--- config.mk ---
export PLATFORM = sky130hd
export DESIGN_NAME = fp_issue_ctrl_flat
export DESIGN_NICKNAME = d
export VERILOG_FILES = /design/src/rtl/fp_issue_ctrl_if.sv /design/src/rtl/fp_issue_ctrl.sv /design/src/flat_wrapper.sv
export SDC_FILE = /design/constraint.sdc
export NUM_CORES = 1
export LEC_CHECK = 0
export BUFFER_PORTS_ARGS = -buffer_cell sky130_fd_sc_hd__buf_2
export CAP_MARGIN = 20
export CORE_ASPECT_RATIO = 1.2
export CORE_UTILIZATION = 30
export DETAILED_ROUTE_END_ITERATION = 16
export PLACE_DENSITY = 0.6
export SLEW_MARGIN = 0
export SYNTH_ARGS = -nofsm -noshare
export SYNTH_HDL_FRONTEND = slang
export SYNTH_SLANG_ARGS = --single-unit
--- constraint.sdc ---
create_clock -name clk_i -period 2.34 [get_ports clk_i]
set_input_delay 0.468 -clock clk_i [delete_from_list [all_inputs] [get_ports clk_i]]
set_output_delay 0.468 -clock clk_i [all_outputs]
set_load 0.05 [all_outputs]
--- src/rtl/fp_issue_ctrl_if.sv ---
// FP issue request/response channel between the issue controller and the FPU.
// Latency: none, plain wires.
// Backpressure: request held by in_valid until in_ready; response held by out_valid until out_ready.
//
// Ports (master = issuer, slave = FPU):
//   in_valid/in_ready   request handshake
//   op, op_mod, rm      operation, modifier, resolved rounding mode
//   operands            {c,b,a}
//   out_valid/out_ready response handshake
//   result, status      FPU result and {NV,DZ,OF,UF,NX}
interface fp_issue_ctrl_if #(
  parameter int unsigned FLEN = 32,
  parameter int unsigned OP_W = 4
);
  logic                   in_valid;
  logic                   in_ready;
  logic [OP_W-1:0]        op;
  logic                   op_mod;
  logic [2:0]             rm;
  logic [3*FLEN-1:0]      operands;
  logic                   out_valid;
  logic                   out_ready;
  logic [FLEN-1:0]        result;
  logic [4:0]             status;

  modport master (
    output in_valid, op, op_mod, rm, operands, out_ready,
    input  in_ready, out_valid, result, status
  );

  modport slave (
    input  in_valid, op, op_mod, rm, operands, out_ready,
    output in_ready, out_valid, result, status
  );
endinterface

--- src/rtl/fp_issue_ctrl.sv ---
// Single-outstanding FP op issue controller between the FP decoder and the FPU.
// Latency: accept@T, FPU request@T+1, writeback no earlier than T+3.
// Backpressure: dec_ready_o only in IDLE; request held until fpu.in_ready; result taken only in WAIT.
//
// Ports:
//   clk_i, rst_ni          clock, synchronous active-low reset
//   dec_*                  decoded op from the decoder (valid/ready)
//   frm_i                  frm CSR, used when the instruction rm field is 111
//   fpu                    request/response channel to the FPU (master side)
//   fp_we_o/int_we_o       one-cycle regfile write strobes with wb_addr_o/wb_data_o
//   fflags_o, fflags_clr_i sticky exception flags and their CSR clear
//   illegal_o              one-cycle pulse on a reserved rounding mode
//   timeout_o              one-cycle pulse when the WAIT watchdog fires
// Build option: define FP_ISSUE_TIMEOUT_EN to enable the WAIT watchdog
// (TIMEOUT_CYCLES); without it the block waits for the FPU indefinitely.
module fp_issue_ctrl #(
  parameter int unsigned FLEN           = 32,
  parameter int unsigned OP_W           = 4,
  parameter int unsigned TIMEOUT_CYCLES = 64
) (
  input  logic              clk_i,
  input  logic              rst_ni,
  // decoder side
  input  logic              dec_valid_i,
  output logic              dec_ready_o,
  input  logic [OP_W-1:0]   dec_op_i,
  input  logic              dec_op_mod_i,
  input  logic [2:0]        dec_rm_i,
  input  logic [4:0]        dec_rd_i,
  input  logic              dec_fp_wb_i,
  input  logic              dec_int_wb_i,
  input  logic [FLEN-1:0]   op_a_i,
  input  logic [FLEN-1:0]   op_b_i,
  input  logic [FLEN-1:0]   op_c_i,
  input  logic [2:0]        frm_i,
  // FPU side
  fp_issue_ctrl_if.master   fpu,
  // writeback side
  output logic              fp_we_o,
  output logic              int_we_o,
  output logic [4:0]        wb_addr_o,
  output logic [FLEN-1:0]   wb_data_o,
  output logic [4:0]        fflags_o,
  input  logic              fflags_clr_i,
  output logic              illegal_o,
  output logic              timeout_o
);

  typedef enum logic [1:0] {
    IDLE  = 2'd0,
    ISSUE = 2'd1,
    WAIT  = 2'd2,
    WB    = 2'd3
  } state_e;

  typedef struct packed {
    logic [OP_W-1:0]   op;
    logic              op_mod;
    logic [2:0]        rm;
    logic [4:0]        rd;
    logic              fp_wb;
    logic              int_wb;
    logic [3*FLEN-1:0] operands;
  } req_t;

  state_e          state_q, state_d;
  req_t            req_q;
  logic [FLEN-1:0] res_q;
  logic [4:0]      stat_q;
  logic [4:0]      fflags_q;
  logic            illegal_q;

  logic [2:0]      rm_res;
  logic            rm_bad;
  logic            accept;
  logic            to_fire;

  // 111 selects the dynamic mode; 101/110/111 after resolution are reserved.
  assign rm_res = (dec_rm_i == 3'b111) ? frm_i : dec_rm_i;
  assign rm_bad = rm_res[2] & (rm_res[1] | rm_res[0]);
  assign accept = (state_q == IDLE) && dec_valid_i;

  always_comb begin
    state_d       = state_q;
    dec_ready_o   = 1'b0;
    fpu.in_valid  = 1'b0;
    fpu.out_ready = 1'b0;
    fp_we_o       = 1'b0;
    int_we_o      = 1'b0;
    wb_addr_o     = '0;
    wb_data_o     = '0;
    unique case (state_q)
      IDLE: begin
        dec_ready_o = 1'b1;
        if (dec_valid_i && !rm_bad) state_d = ISSUE;
      end
      ISSUE: begin
        fpu.in_valid = 1'b1;
        if (fpu.in_ready) state_d = WAIT;
      end
      WAIT: begin
        fpu.out_ready = 1'b1;
        // A result arriving on the watchdog's last cycle still wins.
        if (fpu.out_valid)  state_d = WB;
        else if (to_fire)   state_d = IDLE;
      end
      WB: begin
        // Integer destination takes precedence when both selects are set.
        int_we_o  = req_q.int_wb;
        fp_we_o   = req_q.fp_wb & ~req_q.int_wb;
        wb_addr_o = req_q.rd;
        wb_data_o = res_q;
        state_d   = IDLE;
      end
      default: state_d = IDLE;
    endcase
  end

  always_ff @(posedge clk_i) begin
    if (!rst_ni) begin
      state_q   <= IDLE;
      req_q     <= '0;
      res_q     <= '0;
      stat_q    <= '0;
      fflags_q  <= '0;
      illegal_q <= 1'b0;
    end else begin
      state_q   <= state_d;
      illegal_q <= accept && rm_bad;
      if (accept && !rm_bad) begin
        req_q.op       <= dec_op_i;
        req_q.op_mod   <= dec_op_mod_i;
        req_q.rm       <= rm_res;
        req_q.rd       <= dec_rd_i;
        req_q.fp_wb    <= dec_fp_wb_i;
        req_q.int_wb   <= dec_int_wb_i;
        req_q.operands <= {op_c_i, op_b_i, op_a_i};
      end
      if (state_q == WAIT && fpu.out_valid) begin
        res_q  <= fpu.result;
        stat_q <= fpu.status;
      end
      // A clear coincident with writeback drops old flags but keeps this op's.
      if (state_q == WB)    fflags_q <= (fflags_clr_i ? 5'b0 : fflags_q) | stat_q;
      else if (fflags_clr_i) fflags_q <= 5'b0;
    end
  end

`ifdef FP_ISSUE_TIMEOUT_EN
  localparam int unsigned CNT_W = $clog2(TIMEOUT_CYCLES + 1);

  logic [CNT_W-1:0] cnt_q;
  logic             timeout_q;

  // Fires on the edge ending the TIMEOUT_CYCLES-th WAIT cycle without a result.
  assign to_fire = (state_q == WAIT) && !fpu.out_valid &&
                   (cnt_q == CNT_W'(TIMEOUT_CYCLES - 1));

  always_ff @(posedge clk_i) begin
    if (!rst_ni) begin
      cnt_q     <= '0;
      timeout_q <= 1'b0;
    end else begin
      timeout_q <= to_fire;
      if (state_q == WAIT && !to_fire) cnt_q <= cnt_q + 1'b1;
      else                             cnt_q <= '0;
    end
  end

  assign timeout_o = timeout_q;
`else
  assign to_fire   = 1'b0;
  assign timeout_o = 1'b0;
`endif

  assign fpu.op       = req_q.op;
  assign fpu.op_mod   = req_q.op_mod;
  assign fpu.rm       = req_q.rm;
  assign fpu.operands = req_q.operands;
  assign fflags_o     = fflags_q;
  assign illegal_o    = illegal_q;

endmodule

--- src/flat_wrapper.sv ---
// flat-port wrapper written by rule: the top's interface ports become plain ports
module fp_issue_ctrl_flat 
#(
  parameter int unsigned FLEN           = 32,
  parameter int unsigned OP_W           = 4,
  parameter int unsigned TIMEOUT_CYCLES = 64
)
  (clk_i, rst_ni, dec_valid_i, dec_ready_o, dec_op_i, dec_op_mod_i, dec_rm_i, dec_rd_i, dec_fp_wb_i, dec_int_wb_i, op_a_i, op_b_i, op_c_i, frm_i, fp_we_o, int_we_o, wb_addr_o, wb_data_o, fflags_o, fflags_clr_i, illegal_o, timeout_o, fpu_in_valid, fpu_op, fpu_op_mod, fpu_rm, fpu_operands, fpu_out_ready, fpu_in_ready, fpu_out_valid, fpu_result, fpu_status);
  fp_issue_ctrl_if #(.FLEN(FLEN), .OP_W(OP_W)) fpu_i ();
  input  logic clk_i;
  input  logic rst_ni;
  input  logic dec_valid_i;
  output logic dec_ready_o;
  input  logic [OP_W-1:0] dec_op_i;
  input  logic dec_op_mod_i;
  input  logic [2:0] dec_rm_i;
  input  logic [4:0] dec_rd_i;
  input  logic dec_fp_wb_i;
  input  logic dec_int_wb_i;
  input  logic [FLEN-1:0] op_a_i;
  input  logic [FLEN-1:0] op_b_i;
  input  logic [FLEN-1:0] op_c_i;
  input  logic [2:0] frm_i;
  output logic fp_we_o;
  output logic int_we_o;
  output logic [4:0] wb_addr_o;
  output logic [FLEN-1:0] wb_data_o;
  output logic [4:0] fflags_o;
  input  logic fflags_clr_i;
  output logic illegal_o;
  output logic timeout_o;
  output wire logic [$bits(fpu_i.in_valid)-1:0] fpu_in_valid;
  output wire logic [$bits(fpu_i.op)-1:0] fpu_op;
  output wire logic [$bits(fpu_i.op_mod)-1:0] fpu_op_mod;
  output wire logic [$bits(fpu_i.rm)-1:0] fpu_rm;
  output wire logic [$bits(fpu_i.operands)-1:0] fpu_operands;
  output wire logic [$bits(fpu_i.out_ready)-1:0] fpu_out_ready;
  input wire logic [$bits(fpu_i.in_ready)-1:0] fpu_in_ready;
  input wire logic [$bits(fpu_i.out_valid)-1:0] fpu_out_valid;
  input wire logic [$bits(fpu_i.result)-1:0] fpu_result;
  input wire logic [$bits(fpu_i.status)-1:0] fpu_status;
  assign fpu_in_valid = fpu_i.in_valid;
  assign fpu_op = fpu_i.op;
  assign fpu_op_mod = fpu_i.op_mod;
  assign fpu_rm = fpu_i.rm;
  assign fpu_operands = fpu_i.operands;
  assign fpu_out_ready = fpu_i.out_ready;
  assign fpu_i.in_ready = fpu_in_ready;
  assign fpu_i.out_valid = fpu_out_valid;
  assign fpu_i.result = fpu_result;
  assign fpu_i.status = fpu_status;
  fp_issue_ctrl #(.FLEN(FLEN), .OP_W(OP_W), .TIMEOUT_CYCLES(TIMEOUT_CYCLES)) u_core (.clk_i(clk_i), .rst_ni(rst_ni), .dec_valid_i(dec_valid_i), .dec_ready_o(dec_ready_o), .dec_op_i(dec_op_i), .dec_op_mod_i(dec_op_mod_i), .dec_rm_i(dec_rm_i), .dec_rd_i(dec_rd_i), .dec_fp_wb_i(dec_fp_wb_i), .dec_int_wb_i(dec_int_wb_i), .op_a_i(op_a_i), .op_b_i(op_b_i), .op_c_i(op_c_i), .frm_i(frm_i), .fpu(fpu_i), .fp_we_o(fp_we_o), .int_we_o(int_we_o), .wb_addr_o(wb_addr_o), .wb_data_o(wb_data_o), .fflags_o(fflags_o), .fflags_clr_i(fflags_clr_i), .illegal_o(illegal_o), .timeout_o(timeout_o));
endmodule
==> qor.csv <==
metric,value,unit
"IR drop worst, VDD",484.6,uV
Synth cell types,25,
final setup fails,0,
port bufs,308,
die span in x,143.4,um
Reg2Reg Setup Slack,560,ps
Worst EP arrival,1680,ps
Reg2Reg Depth,6,
Worst-Skew Late Latency,420,ps
wire length per cell,12.73,um
Final Hold Viols,0,
Clock Skews,11.58,ps
total wire length,17.07,mm
Hold Path Origin,op_a_i[18],
relative slew slack,64.71,%
commonest cells in the netlist,"300 x nand2_1, 156 x dfxtp_1, 111 x mux2i_1",
Initial Util,30.80,%
register area,3123,um2
detailed-placement wirelength estimate,12.01,mm
Nets,1174,
sequential fraction of the synthesis area,43.41,%
Final GP Congestion,0.7153,
crit start category,register,
Setup CP Type,register to primary output,
post-CTS setup buffer count,0,
hold depth,3,
P_int,0.005561,W
global route total overflow,0,
Detailed Routing Iterations Pass 1,4,
Core Region,23350,um2
DR iter-0 viols,229,
initial antenna violation count,0,
Setup TNS,0,ps
count of pins over their slew limit,0,
die area,24610,um2
Cell Rows,61,
combinational share of power,31.0,%
Worst Hold Class,input pin to register,
Yosys warning count,0,
maximum number of pins on one net before global-route repair,93,
WHS Endpoint,u_core.fpu.operands[18],
clock buffer depth,2,
Area contributors post-synth,"dfxtp_1 43%, nand2_1 16%, mux2i_1 15%",
Fmax,464.8,MHz
num ports,310,
clk sinks,156,
H-tree depth,4,
top fanout value on the critical path,33,
Leak Pwr,4.155,nW
Die Ht,171.6,um
Net Sw Power,0.003281,W
share of the synthesized area in the top cell type,43.41,%
Final ANT Viol Nets,0,
CTS root buffer,clkbuf_16,
"count leader, synth",nand2_1,
Worst R2R Start,u_core.state_q[0],
Sequential Power Share,36.5,%
Worst Setup End Kind,primary output,
Critical path origin,u_core.state_q[0],
layout overhead on the synthesized area,22.78,%
RSZ-0062 raised after global routing,no,
Multi-input gate area,3005,um2
via count,5616,
Post-CTS Hold Buffers,0,
Worst-Margin Slew,526.9,ps
reg-to-reg endpoint,u_core.fpu.operands[6],
FILL cells,2434,
clk slew on worst S/H paths,70,ps
Worst Path Required,1870,ps
Seq cells post-synth,156,
max-cap viol count,0,
main flop type after synthesis,dfxtp_1,
CTS buffer count,17,
fraction of layout cells with a size suffix above 1,34.11,%
CTS tree,built,
status,finished clean,
syn avg cell area,8.616,um2
n_diodes,0,
"FFs w/ async S/R, synth",0,%
Post-Synthesis Cells,835,
Power Dens Cells,1001,nW/um2
final worst path period share,91.94,%
"area leader, netlist",dfxtp_1,
"Min Clock Period, post-route",2151,ps
Clk pwr share,32.5,%
Post-Syn Nets,996,
DRC Markers,0,
Post-synth EDFFs,0,
first-pass GRT wire length,25.71,mm
Final Util,37.82,%
vias in the first global route,5137,
Overall Global Routing Usage,13.31,%
"Cell Area, Synth",7194,um2
vias per cell,4.188,
switch share,37.11,%
worst max-delay path by stage:
| stage | end | cells after the start | slack (ps) |
|---|---|---|---|
| final | wb_data_o[0] | 4 | 190 |
| after global routing | fp_we_o | 5 | 50 |
| after CTS | wb_data_o[0] | 4 | 40 |
| after detailed placement | u_core.fpu.operands[29] | 6 | 420 |
| after global placement | u_core.fpu.operands[90] | 6 | 400 |
| after floorplan | fp_we_o | 5 | 220 |
metrics by stage:
step                hold slack (ps)  setup slack [ps]  instances  cell area, um2  power [W]
floorplan                     430.1             222.1        835            7194   0.005796
detailed placement            444.2             415.1       1309            8224   0.006055
global route                  268.9             50.07       1341            8833   0.009265
finish                        289.8             188.7       1341            8833   0.008842
CTS                           264.0             44.49       1341            8830   0.008984
global placement              438.0             404.6       1309            8224   0.006027
power groups by stage:
| stage | Sequential (W) | Clock, W | Combinational [W] |
|---|---|---|---|
| after CTS | 0.00323 | 0.00298 | 0.00278 |
| after floorplan | 0.00325 | 0 | 0.00254 |
| after global placement | 0.00327 | 0 | 0.00275 |
| after detailed placement | 0.00328 | 0 | 0.00277 |
| final | 0.00323 | 0.00287 | 0.00274 |
| after global routing | 0.00328 | 0.00307 | 0.00292 |
layout by cell type (no fill, tap or decap), types with 3 or more instances in the layout:
master / Yosys / final
ha_1: 4 / 4
buf_2: 3 / 307
inv_1: 3 / 3
nor2b_1: 8 / 8
bufinv_16: 0 / 3
clkbuf_16: 0 / 17
inv_6: 0 / 4
dfxtp_1: 156 / 156
a21boi_0: 37 / 37
and2_1: 39 / 39
a22oi_1: 5 / 5
buf_12: 0 / 6
nand2_1: 300 / 300
mux2i_1: 111 / 111
per-layer routing:
| layer | wire length (um) | GRT usage (%) | vias up |
|---|---|---|---|
| met5 | 0 | 0 | - |
| li1 | - | - | 2910 |
| met3 | 1181 | 4.259 | 16 |
| met2 | 8071 | 22.06 | 195 |
| met4 | 299 | 4.949 | 0 |
| met1 | 7515 | 15.97 | 2495 |
area by class of cell:
class                   count  area share [%]
clock inverters            12           1.799
repair buffers            317           19.18
flip-flops and latches    156           35.35
inverters                   3          0.1275
clock buffers              20           5.057
multi-input cells         518           34.02
well taps                 315           4.462
state kept, by name, summed over array words and instances, names as in the netlist:
signal,flops
u_core.fpu.rm,3
u_core.fpu.op_mod,1
u_core.stat_q,5
u_core.res_q,32
u_core.fpu.operands,96
u_core.req_q,7
u_core.fpu.op,4
u_core.illegal_o,1
u_core.state_q,2
u_core.fflags_o,5
kinds of logic after synthesis:
group           synth area share, %
compound gates                5.513
mux                           15.44
buf+inv                       14.92
fa+ha+maj                    0.6957
flops                         43.41
simple gates                  19.97
other cells                 0.05212
worst max-delay path, cell delays in order (launching register included):
cell	delay [ps]
dfxtp_1	390
ha_1	210
buf_6	240
and2_1	180
buf_2	260
timing repair:
item                       in CTS  in global routing
setup endpoints to repair       0                  2
resized for setup               0                  1
hold endpoints to repair        0                  0
Power figures use the tool's default switching activity.
